--- config.mk ---
export PLATFORM = sky130hd
export DESIGN_NAME = axis_load_sweep_ctrl
export DESIGN_NICKNAME = d
export VERILOG_FILES = /design/src/rtl/axis_load_sweep_ctrl.sv
export SDC_FILE = /design/constraint.sdc
export NUM_CORES = 2
export LEC_CHECK = 0
export BUFFER_PORTS_ARGS = -buffer_cell sky130_fd_sc_hd__buf_2
export CORE_MARGIN = 3
export CORE_UTILIZATION = 45
export DETAILED_ROUTE_END_ITERATION = 6
export PLACE_DENSITY_LB_ADDON = 0.25
export SYNTH_ARGS = -nofsm -noshare
export SYNTH_HDL_FRONTEND = slang
export SYNTH_SLANG_ARGS = --single-unit
--- constraint.sdc ---
create_clock -name clk -period 5.75 [get_ports clk]
set_input_delay 0.8625 -clock clk [delete_from_list [all_inputs] [get_ports clk]]
set_output_delay 0.8625 -clock clk [all_outputs]
set_load 0.005 [all_outputs]
--- src/rtl/axis_load_sweep_ctrl.sv ---
// Purpose : sequences a table of injection loads across NUM_ENDPOINTS TG/checker
//           pairs and emits one result record per load point.
// Latency : per point RESET_CYCLES + SETTLE_CYCLES + run + DRAIN_CYCLES + 1 report cycle;
//           tg_done and the counter sums are registered once before the exit decision.
// Backpressure: none; result_valid and sweep_done are single-cycle pulses that are not held.
//
// Ports: go/abort control the sweep, tbl_wr_* fill the load table while idle,
// harness_rst_n/load/start drive the harness, tg_done/chk_error/total_* are the
// harness status inputs, and result_* carry one record per completed load point.
module axis_load_sweep_ctrl #(
    parameter int NUM_ENDPOINTS  = 4,
    parameter int COUNT_WIDTH    = 32,
    parameter int LOAD_WIDTH     = 16,
    parameter int NUM_LOADS      = 12,
    parameter int RESET_CYCLES   = 7,
    parameter int SETTLE_CYCLES  = 5,
    parameter int MIN_RUN_CYCLES = 6,
    parameter int DRAIN_CYCLES   = 3,
    parameter int TIMEOUT_WIDTH  = 32
) (
    input  logic                                        clk,
    input  logic                                        rst_n,
    input  logic                                        go,
    input  logic                                        abort,
    input  logic [$clog2(NUM_LOADS+1)-1:0]              num_loads,
    input  logic [TIMEOUT_WIDTH-1:0]                    timeout_cycles,
    input  logic                                        tbl_wr_en,
    input  logic [$clog2(NUM_LOADS)-1:0]                tbl_wr_addr,
    input  logic [LOAD_WIDTH-1:0]                       tbl_wr_data,
    output logic                                        harness_rst_n,
    output logic [LOAD_WIDTH-1:0]                       load,
    output logic [NUM_ENDPOINTS-1:0]                    start,
    input  logic [NUM_ENDPOINTS-1:0]                    tg_done,
    input  logic [NUM_ENDPOINTS-1:0]                    chk_error,
    input  logic [NUM_ENDPOINTS*COUNT_WIDTH-1:0]        total_sent,
    input  logic [NUM_ENDPOINTS*COUNT_WIDTH-1:0]        total_recv,
    output logic                                        busy,
    output logic                                        result_valid,
    output logic [$clog2(NUM_LOADS)-1:0]                result_idx,
    output logic [COUNT_WIDTH+$clog2(NUM_ENDPOINTS):0]  result_sent,
    output logic [COUNT_WIDTH+$clog2(NUM_ENDPOINTS):0]  result_recv,
    output logic [NUM_ENDPOINTS-1:0]                    result_err_mask,
    output logic                                        result_timeout,
    output logic [TIMEOUT_WIDTH-1:0]                    result_cycles,
    output logic                                        sweep_done
);

    localparam int IDX_W  = $clog2(NUM_LOADS);
    localparam int NL_W   = $clog2(NUM_LOADS + 1);
    localparam int SUM_W  = COUNT_WIDTH + $clog2(NUM_ENDPOINTS) + 1;
    localparam int TW     = TIMEOUT_WIDTH;
    localparam int PH_MAX = (RESET_CYCLES > SETTLE_CYCLES)
                          ? ((RESET_CYCLES > DRAIN_CYCLES) ? RESET_CYCLES : DRAIN_CYCLES)
                          : ((SETTLE_CYCLES > DRAIN_CYCLES) ? SETTLE_CYCLES : DRAIN_CYCLES);
    localparam int PH_W   = $clog2(PH_MAX + 1);

    typedef enum logic [2:0] {
        S_IDLE, S_HOLD_RST, S_SETTLE, S_RUN, S_DRAIN, S_REPORT, S_FINISH
    } state_t;

    state_t                   state_q, state_d;
    logic [PH_W-1:0]          ph_cnt_q, ph_cnt_d;
    logic [IDX_W-1:0]         idx_q, idx_d;
    logic [NL_W-1:0]          n_loads_q, n_loads_d;
    logic [TW-1:0]            tmo_q, tmo_d;
    logic [LOAD_WIDTH-1:0]    load_q, load_d;
    logic [NUM_ENDPOINTS-1:0] start_q, start_d;
    logic [NUM_ENDPOINTS-1:0] done_q, done_d;
    logic [SUM_W-1:0]         sent_sum_q, sent_sum_d;
    logic [SUM_W-1:0]         recv_sum_q, recv_sum_d;
    logic [TW-1:0]            run_cnt_q, run_cnt_d;
    logic                     timed_out_q, timed_out_d;
    logic [IDX_W-1:0]         res_idx_q, res_idx_d;
    logic [SUM_W-1:0]         res_sent_q, res_sent_d;
    logic [SUM_W-1:0]         res_recv_q, res_recv_d;
    logic [NUM_ENDPOINTS-1:0] res_err_q, res_err_d;
    logic                     res_to_q, res_to_d;
    logic [TW-1:0]            res_cyc_q, res_cyc_d;
    logic [LOAD_WIDTH-1:0]    tbl_q [NUM_LOADS];
    logic [LOAD_WIDTH-1:0]    tbl_d [NUM_LOADS];

    logic                     tbl_wr_ok;
    logic                     last_pt;
    logic                     run_min;
    logic                     run_complete;
    logic                     run_expired;
    logic [NL_W-1:0]          n_loads_clamped;
    logic [SUM_W-1:0]         sent_in;
    logic [SUM_W-1:0]         recv_in;

    // The table is only writable while idle, so a sweep always sees a frozen table.
    assign tbl_wr_ok       = tbl_wr_en && (state_q == S_IDLE) && (32'(tbl_wr_addr) < NUM_LOADS);
    assign n_loads_clamped = ((num_loads == '0) || (32'(num_loads) > NUM_LOADS))
                           ? NL_W'(NUM_LOADS) : num_loads;
    assign last_pt         = (NL_W'(idx_q) == (n_loads_q - NL_W'(1)));
    assign run_min         = (run_cnt_q >= TW'(MIN_RUN_CYCLES));
    assign run_complete    = (&done_q) && (sent_sum_q == recv_sum_q);
    assign run_expired     = (tmo_q != '0) && (run_cnt_q >= tmo_q);

    // Full-width sums: the extra bits make overflow impossible.
    always_comb begin
        sent_in = '0;
        recv_in = '0;
        for (int i = 0; i < NUM_ENDPOINTS; i++) begin
            sent_in = sent_in + SUM_W'(total_sent[i*COUNT_WIDTH +: COUNT_WIDTH]);
            recv_in = recv_in + SUM_W'(total_recv[i*COUNT_WIDTH +: COUNT_WIDTH]);
        end
    end

    always_comb begin
        state_d     = state_q;
        ph_cnt_d    = ph_cnt_q;
        idx_d       = idx_q;
        n_loads_d   = n_loads_q;
        tmo_d       = tmo_q;
        load_d      = load_q;
        start_d     = start_q;
        done_d      = '0;
        sent_sum_d  = sent_sum_q;
        recv_sum_d  = recv_sum_q;
        run_cnt_d   = run_cnt_q;
        timed_out_d = timed_out_q;
        res_idx_d   = res_idx_q;
        res_sent_d  = res_sent_q;
        res_recv_d  = res_recv_q;
        res_err_d   = res_err_q;
        res_to_d    = res_to_q;
        res_cyc_d   = res_cyc_q;
        tbl_d       = tbl_q;

        if (tbl_wr_ok) begin
            tbl_d[tbl_wr_addr] = tbl_wr_data;
        end

        if (abort) begin
            state_d = S_IDLE;
            start_d = '0;
        end else begin
            case (state_q)
                S_IDLE: begin
                    if (go) begin
                        n_loads_d = n_loads_clamped;
                        tmo_d     = timeout_cycles;
                        idx_d     = '0;
                        ph_cnt_d  = '0;
                        // Bypass a table write to entry 0 landing on the go cycle.
                        load_d    = (tbl_wr_ok && (tbl_wr_addr == '0)) ? tbl_wr_data : tbl_q[0];
                        state_d   = S_HOLD_RST;
                    end
                end
                S_HOLD_RST: begin
                    if (ph_cnt_q == PH_W'(RESET_CYCLES - 1)) begin
                        ph_cnt_d = '0;
                        state_d  = S_SETTLE;
                    end else begin
                        ph_cnt_d = ph_cnt_q + PH_W'(1);
                    end
                end
                S_SETTLE: begin
                    if (ph_cnt_q == PH_W'(SETTLE_CYCLES - 1)) begin
                        ph_cnt_d  = '0;
                        start_d   = '1;
                        run_cnt_d = '0;
                        state_d   = S_RUN;
                    end else begin
                        ph_cnt_d = ph_cnt_q + PH_W'(1);
                    end
                end
                S_RUN: begin
                    done_d     = tg_done;
                    sent_sum_d = sent_in;
                    recv_sum_d = recv_in;
                    // Once an endpoint reports done its start stays low for the point.
                    start_d    = start_q & ~done_q;
                    run_cnt_d  = (run_cnt_q == '1) ? run_cnt_q : run_cnt_q + TW'(1);
                    if (run_min && (run_complete || run_expired)) begin
                        // Freeze the values the decision was made on; they become the record.
                        timed_out_d = !run_complete;
                        sent_sum_d  = sent_sum_q;
                        recv_sum_d  = recv_sum_q;
                        run_cnt_d   = run_cnt_q;
                        start_d     = '0;
                        ph_cnt_d    = '0;
                        state_d     = S_DRAIN;
                    end
                end
                S_DRAIN: begin
                    if (ph_cnt_q == PH_W'(DRAIN_CYCLES - 1)) begin
                        ph_cnt_d   = '0;
                        res_idx_d  = idx_q;
                        res_sent_d = sent_sum_q;
                        res_recv_d = recv_sum_q;
                        res_err_d  = chk_error;
                        res_to_d   = timed_out_q;
                        res_cyc_d  = run_cnt_q;
                        state_d    = S_REPORT;
                    end else begin
                        ph_cnt_d = ph_cnt_q + PH_W'(1);
                    end
                end
                S_REPORT: begin
                    if (last_pt) begin
                        state_d = S_FINISH;
                    end else begin
                        idx_d    = idx_q + IDX_W'(1);
                        load_d   = tbl_q[idx_q + IDX_W'(1)];
                        ph_cnt_d = '0;
                        state_d  = S_HOLD_RST;
                    end
                end
                S_FINISH: begin
                    state_d = S_IDLE;
                end
                default: begin
                    state_d = S_IDLE;
                    start_d = '0;
                end
            endcase
        end
    end

    always_ff @(posedge clk) begin
        if (!rst_n) begin
            state_q     <= S_IDLE;
            ph_cnt_q    <= '0;
            idx_q       <= '0;
            n_loads_q   <= '0;
            tmo_q       <= '0;
            load_q      <= '0;
            start_q     <= '0;
            done_q      <= '0;
            sent_sum_q  <= '0;
            recv_sum_q  <= '0;
            run_cnt_q   <= '0;
            timed_out_q <= 1'b0;
            res_idx_q   <= '0;
            res_sent_q  <= '0;
            res_recv_q  <= '0;
            res_err_q   <= '0;
            res_to_q    <= 1'b0;
            res_cyc_q   <= '0;
            tbl_q       <= '{default: '0};
        end else begin
            state_q     <= state_d;
            ph_cnt_q    <= ph_cnt_d;
            idx_q       <= idx_d;
            n_loads_q   <= n_loads_d;
            tmo_q       <= tmo_d;
            load_q      <= load_d;
            start_q     <= start_d;
            done_q      <= done_d;
            sent_sum_q  <= sent_sum_d;
            recv_sum_q  <= recv_sum_d;
            run_cnt_q   <= run_cnt_d;
            timed_out_q <= timed_out_d;
            res_idx_q   <= res_idx_d;
            res_sent_q  <= res_sent_d;
            res_recv_q  <= res_recv_d;
            res_err_q   <= res_err_d;
            res_to_q    <= res_to_d;
            res_cyc_q   <= res_cyc_d;
            tbl_q       <= tbl_d;
        end
    end

    // The harness is held in reset while idle and during the per-point reset window.
    assign harness_rst_n   = (state_q != S_IDLE) && (state_q != S_HOLD_RST);
    assign busy            = (state_q != S_IDLE);
    assign result_valid    = (state_q == S_REPORT);
    assign sweep_done      = (state_q == S_FINISH);
    assign load            = load_q;
    assign start           = start_q;
    assign result_idx      = res_idx_q;
    assign result_sent     = res_sent_q;
    assign result_recv     = res_recv_q;
    assign result_err_mask = res_err_q;
    assign result_timeout  = res_to_q;
    assign result_cycles   = res_cyc_q;

endmodule
* After elaboration in Yosys (flattened, before gate mapping)
Cells that the tools add are included.
** Word-level totals
- Register bits after elaboration :: 476
- Input port bits :: 325
- Output and inout port bits :: 135
- Word-level logic and storage cells :: 144
** Cells by class
- Add/subtract/negate cells :: 10
- Magnitude comparators :: 7
- Equality and inequality tests :: 21
- Multiplexer cells :: 35
- Bitwise gates (word level) :: 9
- Reductions and logical operators :: 32
** Operator list (number)
- $bwmux W192 :: 1
- $mux W16 :: 6
- $mux W32 :: 3
- $add A34 B32 Y35 :: 2
- $add A33 B32 Y34 :: 2
- $add A32 B32 Y33 :: 2
- $bmux W16 S4 :: 1
- $demux W16 S4 :: 1
- $pmux W32 S2 :: 1
- $mux W3 :: 12
- $pmux W3 S6 :: 2
- $eq A35 B35 Y1 :: 1
- $add A32 B1 Y32 const B :: 1
- $eq A32 B32 Y1 const B :: 1
- $ge A32 B3 Y1 const B :: 1
- $ge A32 B32 Y1 :: 1
- $pmux W16 S2 :: 1
- $reduce_bool A32 Y1 :: 1
- $mux W4 :: 5
- $ne A2 B2 Y1 const B :: 8
- $eq A3 B3 Y1 const B :: 5
- $reduce_and A5 Y1 :: 3
- $pmux W4 S3 :: 1
- $reduce_and A3 Y1 :: 4
- 29 further kinds :: 48

* Logic depth before layout (Yosys ltp)
- Depth after elaboration :: 7
- Gate-level depth with buffers :: 14
- Mapped depth without buffers :: 14

* Least setup slack after synthesis
OpenSTA, ideal clock, no wires.
- Path kind :: input port to flip-flop
- Start point :: in total_sent[1]
- End point :: reg sent_sum_q[31]
- Arrival :: 4460 ps
- Data required time :: 5688 ps
- Setup slack :: 1228 ps
- Stages :: 14
- Path buffers :: 0
- Path through :: inv_1 fa_1 inv_1 fa_1 ha_1 fa_1 a211oi_1 o21ai_0 a31o_2 and3_1 o31ai_1 a21oi_1 or4_1 nand3_1
** On the way
- Word-level cells in the longest chain between the ends :: 3
** Ends and longest elaborated chain
- start: declaration :: RTL line 35 : input logic [NUM_ENDPOINTS*COUNT_WIDTH-1:0] total_sent,
- $add A32 B32 Y33 :: RTL line 105 : sent_in = sent_in + SUM_W'(total_sent[i*COUNT_WIDTH +: COUNT_WIDTH]);
- $add A33 B32 Y34 :: RTL line 105
- $add A34 B32 Y35 :: RTL line 105
- end signal: assignment :: RTL line 252 : sent_sum_q <= sent_sum_d;
- end: declaration :: RTL line 69 : logic [SUM_W-1:0] sent_sum_q, sent_sum_d;
Every way passes these cells.
A chain may end at the register's enable or synchronous reset.

* Final worst setup path
Ends and elaborated chain as after synthesis.

==> results_dict.tcl <==
set metrics [dict create \
    run_status "completed" \
    global_route.usage.met1 0.3551 \
    area_growth_syn_to_fin_pct 16.51 \
    synth.avg_cell_area_um2 8.149 \
    io_pins 460 \
    final.period_utilization 0.7696 \
    drv_slew 0 \
    synth_cell_types 82 \
    multi_input_comb_area_um2 15840 \
    unrepaired_setup_endpoints_after_global_routing "no" \
    drt-pass1-iter-count 7 \
    synth-edff-count 0 \
    synthDominantAreaCellType "dfxtp_1" \
    first_global_vias 23280 \
    fp-row-count 89 \
    resized_cells_post_cts 0 \
    nNetsFinal 4259 \
    total_power_w 0.009059 \
    achievable-frequency_mhz 226.0 \
    drt_wl_total_mm 81.78 \
    die_w_um 252.3 \
    antenna_found_initial 2 \
    dieArea_um2 63640 \
    req_time_crit_path_ns 6.29 \
    max_cap_violations 0 \
    tns_ns 0 \
    vdd.ir_drop.worst_uv 190.9 \
    grt_first_pass_wirelength_mm 128.7 \
    synth.top_cell.area_share 0.3462 \
    static-leakage-power_nw 13.91 \
    synth_simple_gate_area_share 0.1895 \
    post-route-drc-count 0 \
    async_s_r_ff_share_synth 0 \
    count_of_antenna_violating_nets_left_after_detailed_routing 0 \
    cts_max_level 2 \
    synth_top_cells_by_area "dfxtp_1 35%, nand2_1 10%, fa_1 9.4%" \
    synth_top_family_by_area "simple AND/OR/NAND/NOR gates" \
    worst_setup_hold_path_clk_slew_ns 0.06 \
    groute.layer.met3.usage 0.02953 \
    numClockSinks 472 \
    cp_max_fo 3 \
    worst_slew_pin_slew_ns 1.251 \
    worst_path_max_delay_cell "fa_1" \
    gr_ovfl_total 0 \
    drt-vias-per-instance 5.421 \
    synth.mux.area_fraction 0.06529 \
    sequential_cell_area_um2 9453 \
    design.core.area_um2 59460 \
    placer_congestion 0.8645 \
    drt_iter0_markers 1881 \
    final_common_cell "nand2_1" \
    cts-buffers-inserted 51 \
    finalClockSkew_ns 0.02330 \
    cts.repair_timing.setup_buffer_count 0 \
    dp.final_hpwl_mm 59.21 \
    maximum_number_of_pins_on_one_net_before_global_route_repair 125 \
    final_core_util 0.5347 \
    final-setup-viol-count 0 \
    tritoncts "built" \
    n_fill_cell 5751 \
    seq_area_frac_synth 0.3462 \
    worstPathArrival_ns 4.96 \
    hold_violations 0 \
    synth-main-ff-cell "dfxtp_1" \
    wl_per_cell_um 18.11 \
    post_route_cells_drive_above_1_share 0.1741 \
    crit_path_start_kind "primary input" \
    worstHoldPathType "reg2reg" \
    fin_crit_ns 4.425 \
    groute.layer.met2.usage 0.4160 \
    netlist_area_um2 27290 \
    instance_count_after_placement_with_tap_cells_included 4421 \
    die_height_um 252.3 \
    critical_path_class "in2reg" \
    gr-max-usage-layer "met2" \
    cpMostUsedCell "fa_1" \
    post_synth_fa_ha_maj_area_fraction 0.1420 \
    most-common-layout-cells "750 x nand2_1, 471 x dfxtp_1, 457 x buf_2, 420 x a21oi_1, 343 x inv_1" \
    ys_ff_latch 472 \
    path_cells "buf_2 > inv_1 > fa_1 > inv_1 > fa_1 > ha_1 > fa_1 > a211oi_1 > o21ai_0 > a31o_2 > and3_1 > o31ai_1 > a21oi_1 > or4_1 > nand3_1" \
    timing.reg2reg.setup_slack_ns 1.63 \
    clock_latency_ns 0.61 \
    postSynthCellCount 3349 \
    pwr_dens_nw_per_um2 284.9 \
    via_count 24470 \
    timing.critical_path.to_type "flip-flop" \
    numPortBuffers 457 \
    fin_cells 4515 \
    share_of_the_synthesized_area_in_compound_gates_ao_oa_aoi_oai 0.1536 \
    initial_core_util 0.4589 \
    track_usage 0.2516 \
    clk_path_buf_depth 3 \
    count_of_hold_fix_buffers_inserted_at_cts 0 \
    cpPeakStageDelay_ns 0.53 \
    synth_warnings 0 \
    slew_headroom 0.1593 \
    ctsRootBufferMaster "clkbuf_16" \
    yosys.area_share.xor_xnor 0.02728 \
]
==> area by class of cell <==
class,instances,share of cell area
Clock buffer,76,0.04691
Tap cell,773,0.03042
Sequential cell,472,0.2973
Clock inverter,16,0.007870
Timing Repair Buffer,483,0.07846
Inverter,344,0.04085
Antenna cell,2,0.0001574
Multi-Input combinational cell,2349,0.4981
==> critical path, delay by kind of cell <==
family | cells | cell delay [ns]
fa+ha+maj | 4 | 1.66
simple gates | 3 | 0.76
compound gates | 5 | 1.49
buf+inv | 3 | 0.17
==> report_power, final <==
part           leakage [nW]  internal (W)  switching, W
registers              3.81       0.00331     0.0000352
clock network         0.846       0.00199       0.00142
logic                  9.26      0.000962       0.00134
total                  13.9       0.00626       0.00280
==> path summary, 6_finish.rpt <==
kind | endpoint | cells after the start | start
setup / recovery | sent_sum_q[31] | 15 | total_sent[1]
hold / removal | tbl_q[84] | 2 | tbl_q[84]
setup reg to reg | recv_sum_q[33] | 11 | run_cnt_q[0]
hold reg to reg | tbl_q[84] | 2 | tbl_q[84]
==> Yosys cell counts, types with 52 or more instances <==
cell type    n
nand3_1     58
clkbuf_1   153
a21oi_1    420
nor3_1      52
ha_1       105
nand2_1    750
inv_1      343
nor2_1     154
dfxtp_1    472
mux2i_1     70
o21ai_0     85
fa_1       128
==> sequential cells by signal, indices dropped and copies added (netlist names) <==
name	count
done_q	4
idx_q	4
load	16
n_loads_q	4
ph_cnt_q	3
recv_sum_q	34
result_cycles	32
result_err_mask	4
result_idx	4
result_recv	34
result_sent	34
result_timeout	1
run_cnt_q	32
sent_sum_q	34
start	4
state_q	3
tbl_q	192
timed_out_q	1
tmo_q	32
==> routing by layer <==
layer,routed length (um),vias to the layer above,share of wire
met4,1525,0,0.019
met3,4870,97,0.060
met1,37200,11720,0.45
li1,-,11910,-
met5,0,-,0
met2,38190,746,0.47
==> per-stage QoR <==
| stage | area, um^2 | worst slack [ns] | hold slack (ns) |
|---|---|---|---|
| after floorplan | 27290 | 1.228 | 0.4331 |
| after global placement | 30050 | 0.7443 | 0.4381 |
| after detailed placement | 30050 | 0.7100 | 0.4431 |
| after CTS | 31790 | 1.330 | 0.4514 |
| after global routing | 31790 | 0.9610 | 0.4652 |
| final | 31800 | 1.325 | 0.4485 |
==> cell families after synthesis <==
logic type                 after synthesis
xor gates and xnor gates                85
muxes                                  118
buffers and inverters                  529
AOI/OAI and AO/OA                      715
other                                    1
DFF                                    472
adders and majority gates              233
and+or+nand+nor                       1196
Note: power is estimated with default switching activity, not from simulation.
